==> config.mk <==
export PLATFORM = sky130hd
export DESIGN_NAME = lz4_shifter_fetch_ctrl
export DESIGN_NICKNAME = d
export VERILOG_FILES = /design/src/rtl/lz4_shifter_fetch_ctrl.sv
export SDC_FILE = /design/constraint.sdc
export NUM_CORES = 1
export LEC_CHECK = 0
export CAP_MARGIN = 10
export CORE_UTILIZATION = 25
export CTS_CLUSTER_SIZE = 12
export DETAILED_ROUTE_END_ITERATION = 12
export GPL_TIMING_DRIVEN = 0
export PLACE_DENSITY_LB_ADDON = 0.08
export RECOVER_POWER = 25
export REMOVE_ABC_BUFFERS = 1
export SKIP_CTS_REPAIR_TIMING = 1
export SLEW_MARGIN = 20
export SYNTH_ARGS = -nofsm -noshare
export SYNTH_HDL_FRONTEND = slang
export SYNTH_SLANG_ARGS = --single-unit
==> constraint.sdc <==
create_clock -name clk -period 5.4 [get_ports clk]
set_input_delay 1.08 -clock clk [delete_from_list [all_inputs] [get_ports clk]]
set_output_delay 1.08 -clock clk [all_outputs]
set_load 0.01 [all_outputs]
==> src/rtl/lz4_shifter_fetch_ctrl.sv <==
// LZ4 shifter fetch controller: requests prefetch words for one block, packs
// them into an 8-byte window, lets the shifter consume 1-4 bytes per cycle,
// and signals block completion once the window is fully drained.
module lz4_shifter_fetch_ctrl #(
    parameter int unsigned WCNT_W = 16
) (
    input  logic              clk,
    input  logic              rst,
    input  logic              start,
    input  logic [WCNT_W-1:0] total_words,
    input  logic [1:0]        tail_bytes,
    output logic              pref_rd,
    input  logic [31:0]       pref_data,
    input  logic              pref_valid,
    output logic              last_3dwords,
    output logic [31:0]       win_data,
    output logic [3:0]        win_bytes,
    input  logic              consume,
    input  logic [2:0]        consume_len,
    output logic              busy,
    output logic              done,
    output logic              err
);

    typedef enum logic [1:0] {
        IDLE  = 2'd0,
        RUN   = 2'd1,
        DRAIN = 2'd2
    } state_t;

    state_t            state;
    logic [WCNT_W-1:0] words_left;
    logic [1:0]        tail;
    logic [63:0]       win;

    logic              accept;
    logic              final_word;
    logic [2:0]        app_len;
    logic              legal;
    logic              illegal;
    logic [2:0]        cut_len;
    logic [31:0]       byte_mask;
    logic [3:0]        ins_pos;
    logic [63:0]       win_nxt;
    logic [3:0]        wb_nxt;

    // Status decode from registered state only
    always_comb begin
        busy         = (state != IDLE);
        pref_rd      = (state == RUN) && (words_left != '0) && (win_bytes <= 4'd4);
        last_3dwords = (state == RUN) && (words_left != '0) && (words_left <= WCNT_W'(3));
        win_data     = win[31:0];
    end

    // Window next-state: drop consumed bytes, append accepted bytes on top
    always_comb begin
        accept     = pref_rd & pref_valid;
        final_word = accept && (words_left == WCNT_W'(1));

        app_len = 3'd0;
        if (accept) begin
            if (final_word && (tail != 2'd0)) begin
                app_len = {1'b0, tail};
            end else begin
                app_len = 3'd4;
            end
        end

        legal   = busy && consume && (consume_len != 3'd0) && (consume_len <= 3'd4)
                  && ({1'b0, consume_len} <= win_bytes);
        illegal = busy && consume && !legal;
        cut_len = legal ? consume_len : 3'd0;

        case (app_len)
            3'd1:    byte_mask = 32'h0000_00FF;
            3'd2:    byte_mask = 32'h0000_FFFF;
            3'd3:    byte_mask = 32'h00FF_FFFF;
            3'd4:    byte_mask = 32'hFFFF_FFFF;
            default: byte_mask = 32'h0000_0000;
        endcase

        ins_pos = win_bytes - {1'b0, cut_len};
        win_nxt = (win >> {cut_len, 3'b000})
                | ({32'h0, pref_data & byte_mask} << {ins_pos, 3'b000});
        wb_nxt  = ins_pos + {1'b0, app_len};
    end

    // Control FSM, word counter, window and flag registers
    always_ff @(posedge clk or posedge rst) begin
        if (rst) begin
            state      <= IDLE;
            words_left <= '0;
            tail       <= 2'd0;
            win        <= 64'h0;
            win_bytes  <= 4'd0;
            done       <= 1'b0;
            err        <= 1'b0;
        end else begin
            done      <= 1'b0;
            win       <= win_nxt;
            win_bytes <= wb_nxt;
            if (illegal) begin
                err <= 1'b1;
            end
            case (state)
                IDLE: begin
                    if (start) begin
                        words_left <= total_words;
                        tail       <= tail_bytes;
                        err        <= 1'b0;
                        if (total_words == '0) begin
                            done <= 1'b1;
                        end else begin
                            state <= RUN;
                        end
                    end
                end
                RUN: begin
                    if (accept) begin
                        words_left <= words_left - WCNT_W'(1);
                        if (final_word) begin
                            state <= DRAIN;
                        end
                    end
                end
                DRAIN: begin
                    if (win_bytes == 4'd0) begin
                        done  <= 1'b1;
                        state <= IDLE;
                    end
                end
                default: state <= IDLE;
            endcase
        end
    end

endmodule
# Yosys cells after proc, flatten, opt, wreduce, memory -nomap -nowiden
# Cells that the tools add are included.
[totals]
wordCells = 73
register_bits = 90
output_inout_bits = 41
[classes]
add_sub_neg = 3
eq_ne = 12
n_reduce_logical = 22
magnitude_cmp = 4
n_bitwise = 3
muxes = 20
shift = 2
[ops]
columns = ["cell", "count"]
rows = [
  ["$pmux W32 S4", 1],
  ["$or A64 B64 Y64", 1],
  ["$shl A32 B7 Y64", 1],
  ["$shr A64 B6 Y64", 1],
  ["$and A32 B32 Y32", 1],
  ["$mux W16", 2],
  ["$pmux W16 S2", 1],
  ["$eq A16 B1 Y1 const B", 1],
  ["$le A16 B2 Y1 const B", 1],
  ["$logic_not A16 Y1", 1],
  ["$reduce_bool A16 Y1", 1],
  ["$sub A16 B1 Y16 const B", 1],
  ["$logic_and A1 B1 Y1", 10],
  ["$mux W2", 5],
  ["$ne A2 B2 Y1 const B", 5],
  ["$mux W3", 3],
  ["$eq A3 B2 Y1 const B", 2],
  ["$mux W1", 6],
  ["$pmux W2 S3", 1],
  ["$reduce_bool A2 Y1", 3],
  ["$reduce_and A5 Y1", 1],
  ["$add A4 B3 Y4", 1],
  ["$le A3 B4 Y1", 1],
  ["$le A4 B3 Y1 const B", 1],
  ["14 further kinds", 14],
]

# Logic depth before layout (Yosys ltp)
# Gate-level depths: netlist (run 1).
[depth]
ltp_word = 13
depth_mapped = 21
mapped_depth_nobuf = 16

# Worst setup path before layout (run 1)
# OpenSTA, ideal clock, no wires.
[synth_timing]
kind = "input-to-reg"
start = "in consume_len[0]"
end = "reg win[56]"
required_time_ps = 5332
path_stages = 19
path_slack_ps = 522
path_buffers = 4
setup_ps = 68
arrival_time_ps = 4810
cell_sequence = "buf_2 inv_1 ha_1 and3b_1 o211ai_1 clkbuf_1 nand2_2 inv_1 buf_2 ha_1 inv_1 fa_1 xnor2_1 inv_1 buf_2 nand2_1 mux2_2 nor4_1 a221o_1"
[synth_between]
elab_chain_cells = 8
elab_cells_between_ends = 11
cone_classes = "1 x add/sub; 2 x order compare; 2 x shift; 1 x mux; 1 x bitwise; 4 x reduce/logical"
[synth_rtl]
columns = ["item", "line", "text"]
rows = [
  ["start: declaration", "19", "input logic [2:0] consume_len,"],
  ["branches (longest 4 deep; another with $le A3 B4 Y1)", "--", ""],
  ["$mux W3 (*)", "72", "cut_len = legal ? consume_len : 3'd0;"],
  ["$sub A4 B3 Y4", "82", "ins_pos = win_bytes - {1'b0, cut_len};"],
  ["$shl A32 B7 Y64", "84", "| ({32'h0, pref_data & byte_mask} << {ins_pos, 3'b000});"],
  ["$or A64 B64 Y64 (*)", "84", ""],
  ["via win_nxt[56]", "44", "logic [63:0] win_nxt;"],
  ["end signal: assignment", "100", "win <= win_nxt;"],
  ["end: declaration", "34", "logic [63:0] win;"],
]
# Mark *: on every way through the listed nets, which the timed path passes.
# A chain may end at the register's enable or synchronous reset.

# Final worst setup path (run 1)
[layout_timing]
start = "in consume"
end = "reg win[6]"
[layout_between]
elab_chain_cells = 8
elab_cells_between_ends = 9
cone_classes = "1 x add/sub; 2 x shift; 1 x mux; 1 x bitwise; 4 x reduce/logical"
[layout_rtl]
columns = ["item", "line", "text"]
rows = [
  ["start: declaration", "18", "input logic consume,"],
  ["$logic_and A1 B1 Y1 (*) (3 in a row)", "69", "legal = busy && consume && (consume_len != 3'd0) && (consume_len <= 3'd4)"],
  ["$logic_and A1 B1 Y1 (*)", "70", "&& ({1'b0, consume_len} <= win_bytes);"],
  ["$mux W3 (*)", "72", ""],
  ["$sub A4 B3 Y4", "82", ""],
  ["$shl A32 B7 Y64", "84", ""],
  ["$or A64 B64 Y64 (*)", "84", ""],
  ["via win_nxt[6]", "44", ""],
]
# Mark *: on every way through the listed nets, which the timed path passes. The rest lies on a longest branch.

==> results of run 1 <==
-- metrics by stage --
stage | hold WS [ns] | utilization
final | 0.510 | 0.322
after CTS | 0.510 | 0.312
after global placement | 0.490 | 0.290
after floorplan | 0.478 | -
after detailed placement | 0.491 | 0.301
after global routing | 0.569 | 0.322
-- layout by cell type, fill, tap and decap left out, types with 16 or more instances in the layout --
cell             Yosys  routed
nor2_1              66      58
a21oi_1             68      68
a221o_1             16      16
dfrtp_1             90      90
inv_1               22      19
nand3_1             39      37
o21ai_0             33      32
o22ai_1             20      20
a31oi_1             27      26
buf_4               33      21
a22o_1              20      20
a22oi_1             32      32
mux2i_1             24      22
nand2_1             86      86
nor3_1              20      17
clkdlybuf4s50_1      0      94
-- synth_stat cells (all sizes together) (14+ instances only) --
cell type | number | area (um2)
dfrtp | 90 | 2250
nand2 | 87 | 329
a21oi | 69 | 349
nor2 | 68 | 265
buf | 48 | 323
clkbuf | 43 | 161
nand3 | 40 | 205
o21ai | 34 | 170
a22oi | 32 | 240
a31oi | 28 | 181
inv | 24 | 90.1
mux2i | 24 | 240
nor3 | 21 | 110
a22o | 20 | 175
o22ai | 20 | 125
a221o | 16 | 160
nor4 | 15 | 155
mux2 | 14 | 158
o211ai | 14 | 105
-- flip-flops by register name, summed over array words and instances, names as in the netlist --
signal,cells
words_left,16
win,64
done,1
tail,2
win_bytes,4
state,2
err,1
-- worst max path at each step --
stage	start	end	depth (start not counted)
2_1_floorplan	consume_len[2]	win[40]$_DFF_PP0_	15
3_3_place_gp	consume_len[0]	win[8]$_DFF_PP0_	13
3_5_place_dp	consume_len[2]	win[47]$_DFF_PP0_	15
4_1_cts	consume_len[1]	win[47]$_DFF_PP0_	17
5_1_grt	consume_len[2]	win[4]$_DFF_PP0_	16
6_report	consume	win[6]$_DFF_PP0_	13
-- cell families (layout without fill, tap and decap cells) --
family / Yosys count / in the layout
AOI/OAI and AO/OA: 322 / 322
xor gates and xnor gates: 5 / 5
adders and majority gates: 13 / 13
buffers and inverters: 115 / 172
DFF: 90 / 90
muxes: 38 / 38
and+or+nand+nor: 276 / 276
-- critical path, stage by stage --
cell and delay, ns:
clkdlybuf4s50_1 0.46, o21a_1 0.41, nand3b_1 0.46, nor2_4 0.49, inv_4 0.29, fa_2 0.49, xnor2_4 0.38, nand2_1 0.18
mux2_2 0.43, nor3_2 0.50, buf_6 0.24, nand2_1 0.07, o221ai_1 0.08
-- final cells by class --
| type | count | area (um2) | area share |
|---|---|---|---|
| inverter | 24 | 101 | 0.0113 |
| tap | 378 | 473 | 0.0527 |
| timing repair buffer | 131 | 1310 | 0.146 |
| clock inverter | 5 | 62.6 | 0.00697 |
| timing repair inverter | 1 | 5.00 | 0.000558 |
| sequential | 90 | 2250 | 0.251 |
| multi-input combinational | 654 | 4530 | 0.505 |
| clock buffer | 11 | 243 | 0.0270 |
-- power groups by stage --
stage	Clock, mW	Sequential, mW	Combinational [mW]
5_1_grt	0.724	1.45	3.37
3_5_place_dp	0	1.40	2.87
4_1_cts	0.702	1.39	2.89
2_1_floorplan	0	1.34	1.66
3_3_place_gp	0	1.41	2.76
6_report	0.680	1.39	3.13
-- per-layer routing --
metal / vias to the layer above / routed length, um / share of wire
met5: - / 0 / 0
met4: 0 / 647 / 0.020
met3: 41 / 1790 / 0.056
met2: 283 / 14900 / 0.46
met1: 3698 / 14700 / 0.46
li1: 3385 / - / -
==> results.md, run 1 <==
* Status: finished, violations left
* Failing checks: capacitance limit, slew limit
* Syn-to-layout area delta at 26.3%
* Hold wc startpoint: err$_DFF_PP0_
* Power share of the clock group at 0.131
* Die Ht at 171 um
* IO Count at 99
* Clock net sink count at 90
* Max Transition Viols Final at 93
* Hold EP: err$_DFF_PP0_
* Fin cells at 1294
* Vias at 7407
* Logic pwr share at 0.601
* Post-synthesis xor/xnor area fraction at 0.00616
* Gpl congestion at 0.804
* Synth Cell Area at 7100 um2
* Mux cell area share after synthesis at 0.0560
* First-pass GRT wire length at 47.7 mm
* Max Root-Sink Buffers at 2
* Achievable clock frequency at 0.188 GHz
* Async SR Flop Fraction at 1.00
* Clock Latency Late Sink at 0.36 ns
* Tcrit/Tclk final at 0.986
* Fin nets at 982
* CTS root buf: clkbuf_16
* Avg Inst Size Synth at 8.27 um2
* Worst-path fanout max at 36
* Grt peak-use layer: met2
* Slew margin rel. at -0.265
* Post-DP HPWL at 21.6 mm
* Main combinational cell family by area after synthesis: compound AO/OA/AOI/OAI gates
* Synth cell types at 70
* LEAKAGE at 3.42 nW
* # DRC at 0
* Vias in the first global route at 7219
* Met3 usage at 0.0282
* RR Startpoint: win_bytes[1]$_DFF_PP0_
* Crit path kind: primary input to register
* Synth Register Bits at 90
* TritonCTS clock tree: yes
* M2 GR Usage at 0.354
* Hold Crit Class: register to register
* Min Tclk post-route at 5.33 ns
* Iter 0 DRT Violations at 667
* Simple-Gate Fraction of Synth Area at 0.193
* Setup slack after layout at 0.0731 ns
* Post-synthesis cell count at 859
* DP Area at 8380 um2
* Maximum vdd ir drop at 0.215 mV
* Htree depth at 3
* Synth Area in Adders at 0.0250
* Initial Util at 0.255
* Worst-Margin Slew at 1.89 ns
* Seq/Total Area, Yosys at 0.317
* Drt total wl at 32.0 mm
* Endpoints failing hold at 0
* Setup_tns at 0 ns
* Clock Pin Slew Worst Setup and Hold Paths at 0.07 ns
* Synth Area in Compound Gates at 0.322
* Main flop type after synthesis: dfrtp_1
* Net Sw Power at 2.51 mW
* Register share of total power at 0.268
* Sw frac at 0.483
* Core box area at 27900 um2
* Worst reg-to-reg setup slack at 0.62 ns
* Crit path DAT at 5.59 ns
* Drt first pass iters at 6
* Startpoint types: primary input
* Pre-CTS WS at -3.37 ns
* Max-cap violation count at 2
* IO buf count at 98
* Wire per inst at 24.7 um
* Yosys warnings at 0
* Total power at 5.20 mW
* Post-route cell area at 8980 um2
* FF-to-FF path depth at 16
* Gr usage total at 0.223
* CP Capture Type: register
* EDFF count, synth at 0
* Total grt overflow at 0
* Skew final at 0.0136 ns
* Layout cells sized above 1 at 0.128
* Largest net degree at the start of global routing at 55
* RSZ-0062 raised after global routing: false
* FF-to-FF End: win[6]$_DFF_PP0_
* Chip width at 171 um
* # setup viols final at 0
* TritonCTS Buffers at 9
* # fillers at 2975
* Placed insts at 1258
* Placement row count at 61
* Die area at 29100 um2
* Antenna diodes at 0
* Hold path depth at 2
* Initial antenna violation count at 1
* Req. time, crit path at 5.67 ns
* Antenna-violating nets left at 0
* GR Util met1 at 0.314
* Average via count per standard cell at 5.72
* Power Internal at 2.69 mW
* PD cells at 580 nW/um2
No activity file was read; power rests on OpenSTA's default activity.
==> inputs of run 2 (changes only) <==
==> constraint.sdc (replaced) <==
create_clock -name clk -period 5.7 [get_ports clk]
set_input_delay 1.14 -clock clk [delete_from_list [all_inputs] [get_ports clk]]
set_output_delay 1.14 -clock clk [all_outputs]
set_load 0.01 [all_outputs]
==> run 2 against run 1 <==
Effect of this change: the flow still finishes with violations (capacitance limit, slew limit); worst hold slack barely moved; sequential share of layout area is 0.18 points higher; wire length is 0.33% lower; clock power is 4.7% lower; first-iteration DRC count up 2.1%; utilization is 0.23 points lower; critical path type unchanged; critical endpoint is now win[40]$_DFF_PP0_.
==> results.md, run 2 (synthesized netlist as in run 1, its figures left out) <==
* Critical path, cell by cell: clkbuf_4 > inv_1 > ha_1 > nand3_1 > o211ai_1 > buf_4 > buf_4 > and2_4 > inv_2 > ha_1 > a21o_1 > a31oi_4 > mux2_2 > nor4_4 > a22o_1 > a2111o_1
* Endpoints failing hold at 0
* Failing checks: capacitance limit, slew limit
* Die area at 29100 um2
* Skew final at 0.0132 ns
* Startpoint types: primary input
* Die Ht at 171 um
* Hold wc startpoint: err$_DFF_PP0_
* Slowest-stage cell, CP: nor4_4
* Placement row count at 61
* First-pass GRT wire length at 47.7 mm
* Setup slack after layout at 0.123 ns
* Core box area at 27900 um2
* Initial antenna violation count at 1
* Crit path DAT at 5.88 ns
* Worst path max stage delay at 0.64 ns
* Vias in the first global route at 7219
* Stages on worst setup path at 16
* Worst-Margin Slew at 1.87 ns
* Worst setup path end: win[40]$_DFF_PP0_
* Drt first pass iters at 6
* Gr usage total at 0.223
* CTS root buf: clkbuf_16
* Biggest regs: win (64), words_left (16), win_bytes (4)
* Status: finished, violations left
* Initial Util at 0.255
* Setup_tns at 0 ns
* Layout cells sized above 1 at 0.121
* Req. time, crit path at 6.00 ns
* TritonCTS Buffers at 9
* Commonest non-fill, non-tap cell in the layout: clkdlybuf4s50_1
* Iter 0 DRT Violations at 681
* Fin nets at 978
* Crit path kind: primary input to register
* Pre-CTS WS at -3.13 ns
* Gpl congestion at 0.804
* Met1 wire length at 14.8 mm
* TritonCTS clock tree: yes
* Min Tclk post-route at 5.58 ns
* Most frequent cells in the layout: clkdlybuf4s50_1 (94), dfrtp_1 (90), nand2_1 (86)
* IO Count at 99
* Max Transition Viols Final at 93
* Max Root-Sink Buffers at 2
* Largest net degree at the start of global routing at 55
* Antenna diodes at 0
* Hold Crit Class: register to register
* Clock Latency Late Sink at 0.36 ns
* CP Capture Type: register
* Worst reg-to-reg setup slack at 0.85 ns
* Htree depth at 3
* Met2 WL at 14.9 mm
* # fillers at 2984
* Clock Pin Slew Worst Setup and Hold Paths at 0.07 ns
* Maximum vdd ir drop at 0.191 mV
* Achievable clock frequency at 0.179 GHz
* Total grt overflow at 0
* Util after Layout at 0.320
* Tcrit/Tclk final at 0.978
* Max FFs per register at 64
* RR Startpoint: win_bytes[1]$_DFF_PP0_
* FF-to-FF End: win[40]$_DFF_PP0_
* Met3 WL at 1.61 mm
* Slew margin rel. at -0.254
* Syn-to-layout area delta at 25.4%
* Clock net sink count at 90
* Antenna-violating nets left at 0
* # setup viols final at 0
* PD cells at 548 nW/um2
* Max-cap violation count at 2
* Chip width at 171 um
* Crit path max-delay family: buffers and inverters
* FF-to-FF path depth at 15
* Top reg by flops: win
* Worst-path fanout max at 27
* Vias at 7405
* Buffers and inverters on the worst path at 5
* LEAKAGE at 3.40 nW
* Wire per inst at 24.7 um
* Drt total wl at 31.9 mm
* RSZ-0062 raised after global routing: true
* Average via count per standard cell at 5.74
* DR top layer: met4
* Hold path depth at 2
* IO buf count at 98
* Post-DP HPWL at 21.6 mm
* Worst setup startpoint: consume_len[0]
* # DRC at 0
==> run 2: metal layers <==
metal	vias up	GRT usage
met1	3726	0.314
li1	3367	-
met4	0	0.0646
met2	274	0.354
met5	-	0
met3	38	0.0282
==> run 2: how the worst min path moves through the flow <==
stage               slack [ns]                         end
global placement          0.49               err$_DFF_PP0_
CTS                       0.51               err$_DFF_PP0_
detailed placement        0.49               err$_DFF_PP0_
global route              0.57  words_left[15]$_DFFE_PP0P_
floorplan                 0.48        state[0]$_DFFE_PP0P_
finish                    0.51               err$_DFF_PP0_
==> run 2: metrics by stage <==
stage / hold WS (ns) / std cells / area (um2) / power [mW]
final: 0.510 / 1290 / 8910 / 4.89
after global routing: 0.569 / 1290 / 8910 / 5.21
after CTS: 0.510 / 1274 / 8680 / 4.71
after detailed placement: 0.491 / 1258 / 8380 / 4.04
after global placement: 0.490 / 1244 / 8070 / 3.95
after floorplan: 0.478 / 768 / 6620 / 2.84
==> run 2: area by class of cell <==
| cell class | instances | area (um2) | share of cell area |
|---|---|---|---|
| clock buffers | 11 | 243 | 0.0272 |
| clock inverters | 5 | 62.6 | 0.00702 |
| inverters | 24 | 97.6 | 0.0110 |
| multi-input cells | 654 | 4510 | 0.506 |
| flip-flops and latches | 90 | 2250 | 0.253 |
| well taps | 378 | 473 | 0.0531 |
| repair buffers | 127 | 1270 | 0.143 |
| repair inverters | 1 | 5.00 | 0.000562 |
==> run 2: worst register-to-register path, cell delays in order, from the launching register on <==
cell      delay, ns
dfrtp_1        0.48
inv_1          0.08
ha_1           0.31
and3b_1        0.20
o211ai_1       0.16
buf_4          0.17
buf_4          0.21
and2_4         0.35
inv_2          0.29
ha_1           0.51
a21o_1         0.22
a31oi_4        0.33
mux2_2         0.52
nor4_4         0.64
a22o_1         0.24
a2111o_1       0.10
==> run 2: power breakdown <==
part	internal (mW)	total, mW	switching, mW
logic	1.23	2.92	1.69
clock network	0.355	0.648	0.292
registers	0.940	1.32	0.380
